==> src/rtl/trace_capture_pkg.sv <==
// Shared types for the trace_capture block and the benches that observe it.
package trace_capture_pkg;

   // Capture/replay FSM states; exported so benches can write state-aware checks.
   typedef enum logic [1:0] {
      TC_IDLE,
      TC_CAPTURE,
      TC_DUMP,
      TC_DONE
   } tc_state_t;

endpackage

==> src/rtl/trace_capture_mem.sv <==
// Trace storage: DEPTH x DATA_W register array with one synchronous write port
// and one combinational read port. Contents are deliberately not reset.
module trace_capture_mem #(
   parameter int DATA_W = 32,
   parameter int DEPTH  = 32,
   parameter int ADDR_W = $clog2(DEPTH)
) (
   input  logic              clk,
   input  logic              wr_en,
   input  logic [ADDR_W-1:0] wr_addr,
   input  logic [DATA_W-1:0] wr_data,
   input  logic [ADDR_W-1:0] rd_addr,
   output logic [DATA_W-1:0] rd_data
);

   logic [DATA_W-1:0] mem_q [DEPTH];

   // Record one entry per accepted capture beat.
   always_ff @(posedge clk) begin
      if (wr_en) begin
         mem_q[wr_addr] <= wr_data;
      end
   end

   assign rd_data = mem_q[rd_addr];

endmodule

==> src/rtl/trace_capture.sv <==
// trace_capture: records a stream of observed values into an on-chip buffer,
// then replays the trace on a valid/ready stream.
// Optional build macro TRACE_CAPTURE_STOP_EN: on the DUMP->DONE transition the
// block stops the simulation, preceded by a failing expectation when overflow is set.
module trace_capture
   import trace_capture_pkg::*;
#(
   parameter int DATA_W = 32,
   parameter int DEPTH  = 32,
   parameter int ADDR_W = $clog2(DEPTH)
) (
   input  logic              clk,
   input  logic              rst_n,
   input  logic              arm,
   input  logic              dump_req,
   input  logic              in_valid,
   output logic              in_ready,
   input  logic [DATA_W-1:0] in_data,
   output logic              out_valid,
   input  logic              out_ready,
   output logic [DATA_W-1:0] out_data,
   output logic              out_last,
   output logic [ADDR_W:0]   count,
   output logic              overflow,
   output logic              done
);

   localparam logic [ADDR_W:0]   FULL    = (ADDR_W+1)'(DEPTH);
   localparam logic [ADDR_W:0]   CNT_ONE = (ADDR_W+1)'(1);
   localparam logic [ADDR_W-1:0] PTR_ONE = ADDR_W'(1);

   tc_state_t         state_q, state_d;
   logic [ADDR_W-1:0] wr_ptr_q, wr_ptr_d;
   logic [ADDR_W-1:0] rd_ptr_q, rd_ptr_d;
   logic [ADDR_W:0]   count_q, count_d;
   logic              overflow_q, overflow_d;
   logic              accept;

   // Handshake and status outputs are pure decodes of registered state.
   assign in_ready  = (state_q == TC_CAPTURE) && (count_q < FULL);
   assign accept    = in_valid && in_ready;
   assign out_valid = (state_q == TC_DUMP);
   assign out_last  = out_valid && ({1'b0, rd_ptr_q} == (count_q - CNT_ONE));
   assign count     = count_q;
   assign overflow  = overflow_q;
   assign done      = (state_q == TC_DONE);

   trace_capture_mem #(
      .DATA_W (DATA_W),
      .DEPTH  (DEPTH),
      .ADDR_W (ADDR_W)
   ) u_mem (
      .clk     (clk),
      .wr_en   (accept),
      .wr_addr (wr_ptr_q),
      .wr_data (in_data),
      .rd_addr (rd_ptr_q),
      .rd_data (out_data)
   );

   // Next-state, pointer and flag computation for the capture/replay FSM.
   always_comb begin
      state_d    = state_q;
      wr_ptr_d   = wr_ptr_q;
      rd_ptr_d   = rd_ptr_q;
      count_d    = count_q;
      overflow_d = overflow_q;
      case (state_q)
         TC_IDLE, TC_DONE: begin
            if (arm) begin
               state_d    = TC_CAPTURE;
               wr_ptr_d   = '0;
               count_d    = '0;
               overflow_d = 1'b0;
            end
         end
         TC_CAPTURE: begin
            if (accept) begin
               wr_ptr_d = wr_ptr_q + PTR_ONE;
               count_d  = count_q + CNT_ONE;
            end else if (in_valid) begin
               // Only a full buffer refuses a sample in CAPTURE; it is dropped.
               overflow_d = 1'b1;
            end
            if (dump_req) begin
               // A sample accepted alongside dump_req is part of the replay.
               rd_ptr_d = '0;
               state_d  = (count_d == '0) ? TC_DONE : TC_DUMP;
            end
         end
         TC_DUMP: begin
            if (out_ready) begin
               rd_ptr_d = rd_ptr_q + PTR_ONE;
               if (out_last) begin
                  state_d = TC_DONE;
               end
            end
         end
         default: state_d = TC_IDLE;
      endcase
   end

   // Control state register; reset aborts any capture or replay back to IDLE.
   always_ff @(posedge clk or negedge rst_n) begin
      if (!rst_n) begin
         state_q    <= TC_IDLE;
         wr_ptr_q   <= '0;
         rd_ptr_q   <= '0;
         count_q    <= '0;
         overflow_q <= 1'b0;
      end else begin
         state_q    <= state_d;
         wr_ptr_q   <= wr_ptr_d;
         rd_ptr_q   <= rd_ptr_d;
         count_q    <= count_d;
         overflow_q <= overflow_d;
      end
   end

`ifdef TRACE_CAPTURE_STOP_EN
   // Stop the simulation once replay completes, flagging a lossy trace first.
   always @(posedge clk) begin
      if (rst_n && (state_q == TC_DUMP) && (state_d == TC_DONE)) begin
         if (overflow_q) begin
            $error("trace overflow");
         end
         $stop;
      end
   end
`else
   // Without the stop hook, completion is reported only through done/overflow.
`endif

endmodule

==> config.mk <==
export PLATFORM = sky130hd
export DESIGN_NAME = trace_capture
export DESIGN_NICKNAME = d
export VERILOG_FILES = /design/src/rtl/trace_capture_pkg.sv /design/src/rtl/trace_capture_mem.sv /design/src/rtl/trace_capture.sv
export SDC_FILE = /design/constraint.sdc
export NUM_CORES = 1
export LEC_CHECK = 0
export BUFFER_PORTS_ARGS = -buffer_cell sky130_fd_sc_hd__buf_2
export CAP_MARGIN = 20
export CORE_ASPECT_RATIO = 0.7
export CORE_UTILIZATION = 60
export CTS_BUF_LIST = sky130_fd_sc_hd__clkbuf_16
export DETAILED_ROUTE_END_ITERATION = 12
export PLACE_DENSITY = 0.77
export SLEW_MARGIN = 15
export SYNTH_ARGS = -nofsm -noshare
export SYNTH_HDL_FRONTEND = slang
export SYNTH_HIERARCHICAL = 1
export SYNTH_SLANG_ARGS = --single-unit
==> constraint.sdc <==
create_clock -name clk -period 7.3 [get_ports clk]
set_clock_uncertainty 0.1 [all_clocks]
set_input_delay 1.095 -clock clk [delete_from_list [all_inputs] [get_ports clk]]
set_output_delay 1.095 -clock clk [all_outputs]
set_load 0.01 [all_outputs]
==> results.tsv <==
metric	value	unit
route.vias.total	22300	
final.min_clock_period	5.03	ns
mostFrequentLayoutCells	edfxtp_1, mux2i_1, nand2_1, nand3_1, a21oi_1	
worst_hold_slack	0.288	ns
track_usage	0.283	
pwr-share-seq	0.466	
synthAdderAreaFrac	0.00213	
cts_sinks	1043	
layout_commonest_cell	edfxtp_1	
start_kind	flip-flop	
pwr-share-clk	0.341	
violations	design-rule violations	
postCtsHoldBufs	0	
worstPathArrival	3.83	ns
critPathKind	reg2out	
power_leakage	16.0	nW
cts_root_buf	clkbuf_16	
initial_core_util	0.612	
synth_edf_count	1024	
die_w	315	microns
cp.required	6.11	ns
tightest_slew	1.04	ns
rsz0062_at_grt	false	
p_per_area	311	nW/um^2
drive_gt1_frac	0.128	
postRouteAntennaNets	0	
pwr-share-comb	0.192	
wl	97900	microns
hpwl	50500	microns
synthSimpleGateAreaFrac	0.0371	
avgViaCountPerCell	6.51	
setup_viol	0	
overflow	0	
drc	16	
io_buffers	80	
io_pins	81	
cp_max_fo	53	
nets	2495	
end_kind	output port	
cts_resized	0	
die_h	221	microns
hold_viol_final	0	
synth_compound_area_frac	0.0528	
dr.pass1.iters	10	
avgSynthCellArea	17.4	sq um
grt_max_degree	129	
power.internal	10.2	mW
cts.path.max_buffers	3	
max_freq	199	MHz
final_cells	3417	
numCtsBuffers	92	
rows	79	
synthXorXnorAreaFrac	0.00277	
fin_crit_sh	0.689	
ys.flop_type	edfxtp_1	
grt_pass1_vias	21900	
power.total	14.2	mW
post_drt_wl_per_cell	28.7	microns
synthCells	2359	
cts-htree-levels	3	
insertion_delay	0.66	ns
ys_seq_area_frac	0.760	
synth_area	41100	sq um
grt_pass1_wl	142000	microns
drv_slew	0	
finalSetupTns	0	ns
gp_congestion	0.794	
syn_nets	2404	
cts_setup_buffers	0	
ys_warn_count	6	
synth_mux_area_frac	0.126	
synth-seq-cells	1043	
power.switching	4.03	mW
die_area	69600	sq um
core_area	67100	sq um
synth_top_family_by_area	multiplexers	
peakVddDrop	0.246	mV
dp.cells	3246	
clk_pin_slew	0.06	ns
swShare	0.284	
cts_tree	built	
maxSlewHeadroom	0.308	
status	finished with violations	
hold_class	in2async	
async_flop_share	0.0182	
cap_violations	0	
drt_iter0_drc	2743	
synth.distinct_cells	46	
area_growth	11.0	%
antenna_found_initial	8	
-- per-layer routing --
metal | vias up | track usage | part of all wire
li1 | 9520 | - | -
met1 | 11300 | 0.416 | 0.41
met2 | 1193 | 0.419 | 0.45
met3 | 216 | 0.0661 | 0.11
met4 | 6 | 0.0990 | 0.033
met5 | - | 0 | 0.00036
-- worst paths after layout --
| path | start | endpoint | slack, ns | cells past startpoint |
|---|---|---|---|---|
| max | rd_ptr_q[2] | out_data[7] | 2.27 | 8 |
| min in group clk | overflow | overflow | 0.46 | 2 |
| min | rst_n | count[5] | 0.29 | 1 |
| max in group asynchronous | rst_n | rd_ptr_q[0] | 6.46 | 1 |
| min reg2reg | overflow | overflow | 0.46 | 2 |
| max reg2reg | state_q[1] | u_mem/mem_q[5][29] | 3.22 | 7 |
-- sequential cells by signal (all words and copies together) (netlist names) --
signal	flops
wr_ptr_q	5
u_mem/mem_q	1024
rd_ptr_q	5
count	6
state_q	2
overflow	1
-- logic make-up (layout without fill, tap and decap cells) --
logic type      count (synthesis)  after routing
compound gates                312            312
xor+xnor                       13             13
fa+ha+maj                       7              7
buf+inv                       140            306
flops                        1043           1043
mux                           516            516
other cells                     0              1
simple gates                  328            328
-- power by group through the flow --
| stage | combinational, mW | clock (mW) | sequential (mW) |
|---|---|---|---|
| 6_report | 2.73 | 4.85 | 6.62 |
| 5_1_grt | 2.87 | 5.15 | 6.62 |
| 4_1_cts | 2.68 | 4.90 | 6.62 |
| 3_5_place_dp | 2.67 | 0 | 6.75 |
| 3_3_place_gp | 2.64 | 0 | 6.75 |
| 2_1_floorplan | 1.60 | 0 | 6.73 |
-- cells in the mapped netlist (2+ instances only) --
master       n  area, sq um
a21oi_1     98          490
a22o_1      68          596
a22oi_1     96          721
a31oi_1     34          213
and2_1       2         12.5
and2b_2      2         17.5
buf_1        5         18.8
buf_2       26          130
buf_4       35          263
buf_6       16          180
clkbuf_1    50          188
clkbuf_4     2         15.0
dfrtp_1     19          475
edfxtp_1  1024        30700
ha_1         7         87.6
inv_1        6         22.5
mux2i_1    515         5150
nand2_1    107          402
nand2b_1     3         18.8
nand3_1    100          500
nand3b_1     5         37.5
nand4_1      6         37.5
nor2_1      50          188
nor2b_1      4         25.0
nor3_1      38          190
o21ai_0      8         40.0
or3b_2       3         26.3
xnor2_1      7         61.3
xor2_1       6         52.6
-- stage by stage --
step	area, sq um	util	worst slack [ns]
finish	45600	0.680	2.27
global route	45600	0.680	2.15
CTS	45600	0.680	2.37
detailed placement	42600	0.634	3.08
global placement	42600	0.634	3.10
floorplan	41100	-	3.34
-- worst max-delay path, stage by stage (launching register included) --
cell and delay, ns:
dfrtp_1 0.55, nor2b_4 0.83, buf_12 0.39, buf_4 0.42
a22o_1 0.21, nor3_1 0.06, a31oi_1 0.19, nand3_1 0.24
buf_2 0.23
-- final cells by class --
type	count	area (sq um)
inverters	6	22.5
clock buffers	93	2330
diodes	1	2.50
multi-input cells	1176	9330
repair buffers	131	896
flip-flops and latches	1043	31200
fillers	4234	21500
clock inverters	76	706
well taps	891	1110
No activity file was read; power rests on OpenSTA's default activity.
